--- config.mk ---
export PLATFORM = sky130hd
export DESIGN_NAME = banco_registro_np
export DESIGN_NICKNAME = d
export VERILOG_FILES = /design/src/rtl/banco_registro_np.sv
export SDC_FILE = /design/constraint.sdc
export NUM_CORES = 1
export LEC_CHECK = 0
export CORE_MARGIN = 10
export CORE_UTILIZATION = 43
export DETAILED_ROUTE_END_ITERATION = 16
export GPL_ROUTABILITY_DRIVEN = 0
export SYNTH_ARGS = -nofsm -noshare
export SYNTH_HDL_FRONTEND = slang
export SYNTH_SLANG_ARGS = --single-unit
--- constraint.sdc ---
create_clock -name clk -period 3.9 [get_ports clk]
set_clock_uncertainty 0.15 [all_clocks]
set_input_delay 0.78 -clock clk [delete_from_list [all_inputs] [get_ports clk]]
set_output_delay 0.78 -clock clk [all_outputs]
set_load 0.05 [all_outputs]
--- src/rtl/banco_registro_np.sv ---
// Parametrised register bank: N_LECT registered read ports, one write port and a
// one-address-per-cycle clear sweep. Define BANCO_BYPASS_EN for write-first reads.
module banco_registro_np #(
  parameter int                     BIT_ADDR  = 3,
  parameter int                     BIT_DATO  = 4,
  parameter int                     N_LECT    = 2,
  parameter logic [BIT_DATO-1:0]    CLEAR_VAL = '0
) (
  input  logic                         clk,
  input  logic                         rst,
  input  logic [N_LECT*BIT_ADDR-1:0]   addrR,
  output logic [N_LECT*BIT_DATO-1:0]   datOutR,
  input  logic [BIT_ADDR-1:0]          addrW,
  input  logic [BIT_DATO-1:0]          datW,
  input  logic                         RegWrite,
  input  logic                         clr,
  output logic                         busy,
  output logic                         wr_drop
);

  localparam int DEPTH = 1 << BIT_ADDR;
  localparam logic [BIT_ADDR-1:0] LAST_ADDR = BIT_ADDR'(DEPTH - 1);

  typedef enum logic {IDLE, CLEAR} state_t;

  state_t              stateReg, stateNext;
  logic [BIT_ADDR-1:0] cntReg, cntNext;
  logic                wrDropReg, wrDropNext;
  logic                wrEn;
  logic [BIT_DATO-1:0] mem [DEPTH];
  logic [BIT_DATO-1:0] rdReg [N_LECT];

  always_ff @(posedge clk or posedge rst) begin
    if (rst) begin
      stateReg  <= IDLE;
      cntReg    <= '0;
      wrDropReg <= 1'b0;
    end else begin
      stateReg  <= stateNext;
      cntReg    <= cntNext;
      wrDropReg <= wrDropNext;
    end
  end

  // A write arriving together with clr is still accepted; the sweep starts next cycle.
  always_comb begin
    stateNext  = stateReg;
    cntNext    = cntReg;
    wrDropNext = 1'b0;
    wrEn       = 1'b0;
    case (stateReg)
      IDLE: begin
        wrEn = RegWrite;
        if (clr) begin
          stateNext = CLEAR;
          cntNext   = '0;
        end
      end
      CLEAR: begin
        cntNext    = cntReg + 1'b1;
        wrDropNext = RegWrite;
        if (cntReg == LAST_ADDR) begin
          stateNext = IDLE;
        end
      end
      default: stateNext = IDLE;
    endcase
  end

  assign busy    = (stateReg == CLEAR);
  assign wr_drop = wrDropReg;

  always_ff @(posedge clk or posedge rst) begin
    if (rst) begin
      for (int i = 0; i < DEPTH; i++) begin
        mem[i] <= CLEAR_VAL;
      end
    end else if (stateReg == CLEAR) begin
      mem[cntReg] <= CLEAR_VAL;
    end else if (wrEn) begin
      mem[addrW] <= datW;
    end
  end

  generate
    for (genvar gi = 0; gi < N_LECT; gi++) begin : g_rd
      logic [BIT_ADDR-1:0] rdAddr;
      assign rdAddr = addrR[gi*BIT_ADDR +: BIT_ADDR];

      always_ff @(posedge clk or posedge rst) begin
        if (rst) begin
          rdReg[gi] <= CLEAR_VAL;
        end else begin
`ifdef BANCO_BYPASS_EN
          // Only accepted port writes forward; sweep writes never do.
          if (wrEn && (rdAddr == addrW)) begin
            rdReg[gi] <= datW;
          end else begin
            rdReg[gi] <= mem[rdAddr];
          end
`else
          rdReg[gi] <= mem[rdAddr];
`endif
        end
      end

      assign datOutR[gi*BIT_DATO +: BIT_DATO] = rdReg[gi];
    end
  endgenerate

endmodule

==> out/qor.csv, run 1 <==
metric,value,unit
Slew headroom,0.605,
"Seq/Total Area, Yosys",0.483,
clk sink count,45,
post-route ant nets,0,
"top cells by count, synth","dfrtp_1 (45), nand2_1 (37), mux2i_1 (34), mux4_2 (16), mux2_2 (8)",
# IOs,27,
Die Area,0.00877,mm²
final wirelength,5520,µm
maximum vdd drop,316,µV
Post-synth EDFFs,0,
synthesized cell area,0.00233,mm²
CTS tree,yes,
unrepaired setup endpoints after global routing,false,
Mapped Nets,202,
Max Cap Violations,0,
pin count of the biggest net entering global routing,46,
Yosys warning count,0,
hold_buf cts,0,
share of cells above drive strength 1,0.168,
Die H,93.6,µm
TNS Setup,0,ns
Mapped Avg Cell Area,12.7,µm²
# DRC,0,
CTS resizes,0,
Slew @ Worst Pin,0.592,ns
largest cells by area after synthesis,"dfrtp_1 (48%), mux4_2 (15%), mux2i_1 (15%)",
initial antenna violation count,0,
outcome,completed,
Synth cell types,24,
critical-path cell list,clkdlybuf4s50_1,
Synth top area share,0.483,
First-pass DRT Iterations,4,
Inserted Clock Buffers,5,
vias in the first global route,1682,
post-synth top area cell,dfrtp_1,
pwr dens,689,mW/mm²
Tot GR Track Use,0.133,
Final nets,226,
CP peak stage delay,0.92,ns
ant diodes,0,
postcts setup bufs,0,
final worst-path cycle share,0.739,
"Slew Viols, Final",0,
final setup vio count,0,
drt via density,5.67,
power consumption,1.90,mW
Placed Cells,270,
CP endpoint kind,primary output,
Max Freq,347,MHz
"count leader, synth",dfrtp_1,
CTS max path bufs,2,
Final Hold Viols,0,
crit path buf inv count,1,
HPWL Detailed,4250,µm
H-tree depth,2,
Vias,1576,
Yosys reg bits,45,
post-route insts no fill,278,
detailed router's first-iteration violation count,51,
Post-Synthesis Cells,183,
worst skew pair latency,0.30,ns
fin util,0.534,
"critical path fanouts, max",22,
row cnt,26,
CTS root buffer,clkbuf_8,
WHS,0.416,ns
Period minus WS final,2.88,ns
synthesis-to-layout area growth,18.4,%
asr flop ratio synth,1.00,
Setup CP Type,flip-flop to primary output,
Initial Utilization,0.451,
GR Overflow Total,0,
Die Width,93.6,µm
# port buffers,26,
first-pass GRT wire length,9080,µm
Crit path required time,2.97,ns
Slowest cell on crit path,clkdlybuf4s50_1,
"CTS clk-pin slew, worst paths",0.09,ns
Worst Path Arrival,1.95,ns
Hold Path Class,flip-flop to flip-flop,
Startpoint Class,flip-flop,
crit-path leading delay family,buffers and inverters,
average wire per standard cell,19.8,µm
Synth Flop Type,dfrtp_1,
core area,0.00517,mm²
P_leak,1.29,nW
-- sequential cells by signal (all words and copies together) (netlist names) --
name	count
datOutR	8
cntReg	3
wr_drop	1
mem	32
busy	1
-- placed cells by master (no fill, tap or decap) --
| cell | count |
|---|---|
| and2_1 | 1 |
| buf_4 | 1 |
| bufinv_16 | 1 |
| clkbuf_1 | 1 |
| clkbuf_8 | 6 |
| clkdlybuf4s50_1 | 26 |
| clkinv_1 | 1 |
| dfrtp_1 | 45 |
| ha_1 | 2 |
| inv_1 | 5 |
| mux2_2 | 8 |
| mux2i_1 | 34 |
| mux4_2 | 16 |
| nand2_1 | 37 |
| nand2b_1 | 3 |
| nand3_1 | 1 |
| nand3b_1 | 2 |
| nand4_1 | 1 |
| nand4b_1 | 3 |
| nand4bb_1 | 3 |
| nor2_1 | 1 |
| nor2_2 | 2 |
| nor3_2 | 1 |
| nor3b_1 | 1 |
| o21ai_0 | 2 |
| or3_1 | 2 |
| or4_1 | 1 |
| or4b_1 | 1 |
-- final cells by class --
class,instances,area (µm²)
Fill cell,437,2410
Clock inverter,1,30.0
Sequential cell,45,1130
Clock buffer,7,86.3
Tap cell,70,87.6
Inverter,6,22.5
Multi-Input combinational cell,122,1140
Timing Repair Buffer,27,268
-- where the power goes --
part / internal, mW / total (mW) / switching, mW / leakage, nW
Combinational: 0.329 / 0.687 / 0.357 / 0.625
Sequential: 0.647 / 0.847 / 0.200 / 0.605
Clock: 0.209 / 0.368 / 0.159 / 0.0585
Total: 1.18 / 1.90 / 0.717 / 1.29
-- final timing paths --
check / endpoint / startpoint / cells past startpoint / slack [ns]
max: busy / busy$_DFF_PP0_ / 1 / 1.02
min reg2reg: mem[20]$_DFFE_PP0P_ / mem[20]$_DFFE_PP0P_ / 2 / 0.42
min: mem[20]$_DFFE_PP0P_ / mem[20]$_DFFE_PP0P_ / 2 / 0.42
max in group asynchronous: datOutR[0]$_DFF_PP0_ / rst / 3 / 2.43
min in group asynchronous: mem[20]$_DFFE_PP0P_ / rst / 3 / 0.77
max reg2reg: mem[29]$_DFFE_PP0P_ / busy$_DFF_PP0_ / 3 / 2.11
-- kinds of logic after synthesis --
family	count (synthesis)	share of synthesized area
AND/OR/NAND/NOR	60	0.135
multiplexers	58	0.339
flip-flops	45	0.483
buffers and inverters	16	0.0279
AO/OA/AOI/OAI	2	0.00429
adder cells (fa/ha/maj)	2	0.0107
-- per-layer routing --
| metal | routed length [µm] | share of wire | global-route usage |
|---|---|---|---|
| met2 | 2610 | 0.47 | 0.221 |
| met5 | 0 | 0 | 0 |
| met1 | 2570 | 0.47 | 0.169 |
| met4 | 79 | 0.014 | 0.0342 |
| met3 | 251 | 0.045 | 0.0320 |
-- metrics by stage --
step | area [µm²] | worst slack [ns]
finish | 2760 | 1.02
global route | 2760 | 0.939
CTS | 2760 | 1.02
detailed placement | 2640 | 1.15
global placement | 2640 | 1.14
floorplan | 2330 | 1.85
No activity file was read; power rests on OpenSTA's default activity.
==> run 2, diff against run 1 <==
--- a/config.mk
+++ b/config.mk
@@ -9,6 +9,7 @@
 export CORE_UTILIZATION = 43
 export DETAILED_ROUTE_END_ITERATION = 16
 export GPL_ROUTABILITY_DRIVEN = 0
+export PLACE_DENSITY = 0.66
 export SYNTH_ARGS = -nofsm -noshare
 export SYNTH_HDL_FRONTEND = slang
 export SYNTH_SLANG_ARGS = --single-unit
==> constraint.sdc (replaced) <==
create_clock -name clk -period 2.6 [get_ports clk]
set_clock_uncertainty 0.15 [all_clocks]
set_input_delay 0.52 -clock clk [delete_from_list [all_inputs] [get_ports clk]]
set_output_delay 0.52 -clock clk [all_outputs]
set_load 0.05 [all_outputs]
==> run 2 against run 1 <==
Register-to-register slack got worse by 1.3 ns. Via count shrank 0.19%. First-iteration DRC count rose by 63%. Count of clock-buffer cells in the layout rose by 1. Sequential share of layout area increased by 0.35 points. Clock power rose by 12%. Global-route usage rose by 0.60 points. Combinational power increased by 50%. Die area is the same.
==> out/qor.csv, run 2 (synthesis results as in run 1) <==
metric,value,unit
CP peak stage delay,0.81,ns
clk sink count,45,
P_leak,1.28,nW
post-route ant nets,0,
Initial Utilization,0.451,
# port buffers,26,
Die Width,93.6,µm
GR Overflow Total,0,
final worst-path cycle share,0.812,
# IOs,27,
post-route insts no fill,280,
core area,0.00517,mm²
Die Area,0.00877,mm²
most frequent cells in the layout,"dfrtp_1 (45), nand2_1 (37), mux2i_1 (34)",
"critical path fanouts, max",1,
Slowest cell on crit path,clkdlybuf4s50_1,
TNS Setup,0,ns
Vias,1573,
Cells on Worst Hold Path,2,
synthesis-to-layout area growth,17.4,%
drt via density,5.62,
crit-path leading delay family,buffers and inverters,
postcts setup bufs,0,
ant diodes,0,
first-pass GRT wire length,9520,µm
"Slew Viols, Final",0,
First-pass DRT Iterations,4,
crit path buf inv count,1,
Max Cap Violations,0,
critical-path cell list,clkdlybuf4s50_1,
Final nets,228,
row cnt,26,
Min-Delay Endpoint,mem[1]$_DFFE_PP0P_,
pwr dens,990,mW/mm²
fin util,0.529,
fillers,443,
Placed Cells,272,
Worst R2R End,mem[29]$_DFFE_PP0P_,
hold_buf cts,0,
vias in the first global route,1818,
maximum vdd drop,465,µV
Worst Path Arrival,1.44,ns
final setup vio count,0,
Slew headroom,0.600,
R2R Setup Slk,0.78,ns
Startpoint Class,flip-flop,
outcome,completed,
share of cells above drive strength 1,0.171,
# DRC,0,
hold path start,mem[1]$_DFFE_PP0P_,
CTS root buffer,clkbuf_8,
Inserted Clock Buffers,5,
Tot GR Track Use,0.139,
Setup WS post-layout,0.489,ns
Slew @ Worst Pin,0.600,ns
power consumption,2.71,mW
CTS max path bufs,2,
initial antenna violation count,0,
Top reg by flops,mem,
Setup CP Type,flip-flop to primary output,
Die H,93.6,µm
detailed router's first-iteration violation count,83,
unrepaired setup endpoints after global routing,false,
WHS,0.410,ns
CTS resizes,0,
final wirelength,5550,µm
Crit path required time,1.93,ns
Hold Path Class,flip-flop to flip-flop,
HPWL Detailed,4340,µm
CTS tree,yes,
Period minus WS final,2.11,ns
Largest register FFs,32,
Placed Instance Area,0.00266,mm²
H-tree depth,2,
Max Freq,474,MHz
Place WS,0.293,ns
"most common cell after layout, fill and taps aside",dfrtp_1,
R2R depth,3,
reg2reg start,busy$_DFF_PP0_,
CP endpoint kind,primary output,
worst skew pair latency,0.29,ns
Final Hold Viols,0,
final instance area,0.00274,mm²
average wire per standard cell,19.8,µm
"CTS clk-pin slew, worst paths",0.08,ns
pin count of the biggest net entering global routing,46,
-- run 2: worst max path at each step --
stage                         start                   end  cells past startpoint
3_5_place_dp               addrR[0]  datOutR[0]$_DFF_PP0_                      4
4_1_cts        datOutR[1]$_DFF_PP0_            datOutR[1]                      1
3_3_place_gp               addrR[0]  datOutR[0]$_DFF_PP0_                      4
5_1_grt        datOutR[1]$_DFF_PP0_            datOutR[1]                      1
6_report       datOutR[3]$_DFF_PP0_            datOutR[3]                      1
2_1_floorplan        busy$_DFF_PP0_   mem[28]$_DFFE_PP0P_                      4
-- run 2: per-layer routing --
metal / vias to the layer above / GRT usage / part of all wire
met5: - / 0 / 0
met4: 0 / 0.0481 / 0.014
met3: 8 / 0.0336 / 0.058
met2: 54 / 0.241 / 0.50
met1: 801 / 0.164 / 0.42
li1: 710 / - / -
-- run 2: where the power goes --
group	total [mW]	leakage [nW]	switching (mW)	internal (mW)
logic	1.03	0.638	0.542	0.491
registers	1.26	0.605	0.294	0.970
clock network	0.412	0.0395	0.221	0.191
total	2.71	1.28	1.06	1.65
-- run 2: area by class of cell --
| cell class | instances | area [µm²] | area share |
|---|---|---|---|
| sequential | 45 | 1130 | 0.412 |
| multi-input combinational | 122 | 1140 | 0.417 |
| clock buffer | 8 | 80.1 | 0.0293 |
| tap | 70 | 87.6 | 0.0320 |
| timing repair buffer | 29 | 280 | 0.102 |
| inverter | 6 | 22.5 | 0.00823 |
-- run 2: worst register-to-register path, delay by kind of cell, from the launching register on --
| kind | cells | cell delay (ns) |
|---|---|---|
| flops | 1 | 0.73 |
| mux | 1 | 0.09 |
| simple gates | 2 | 0.72 |
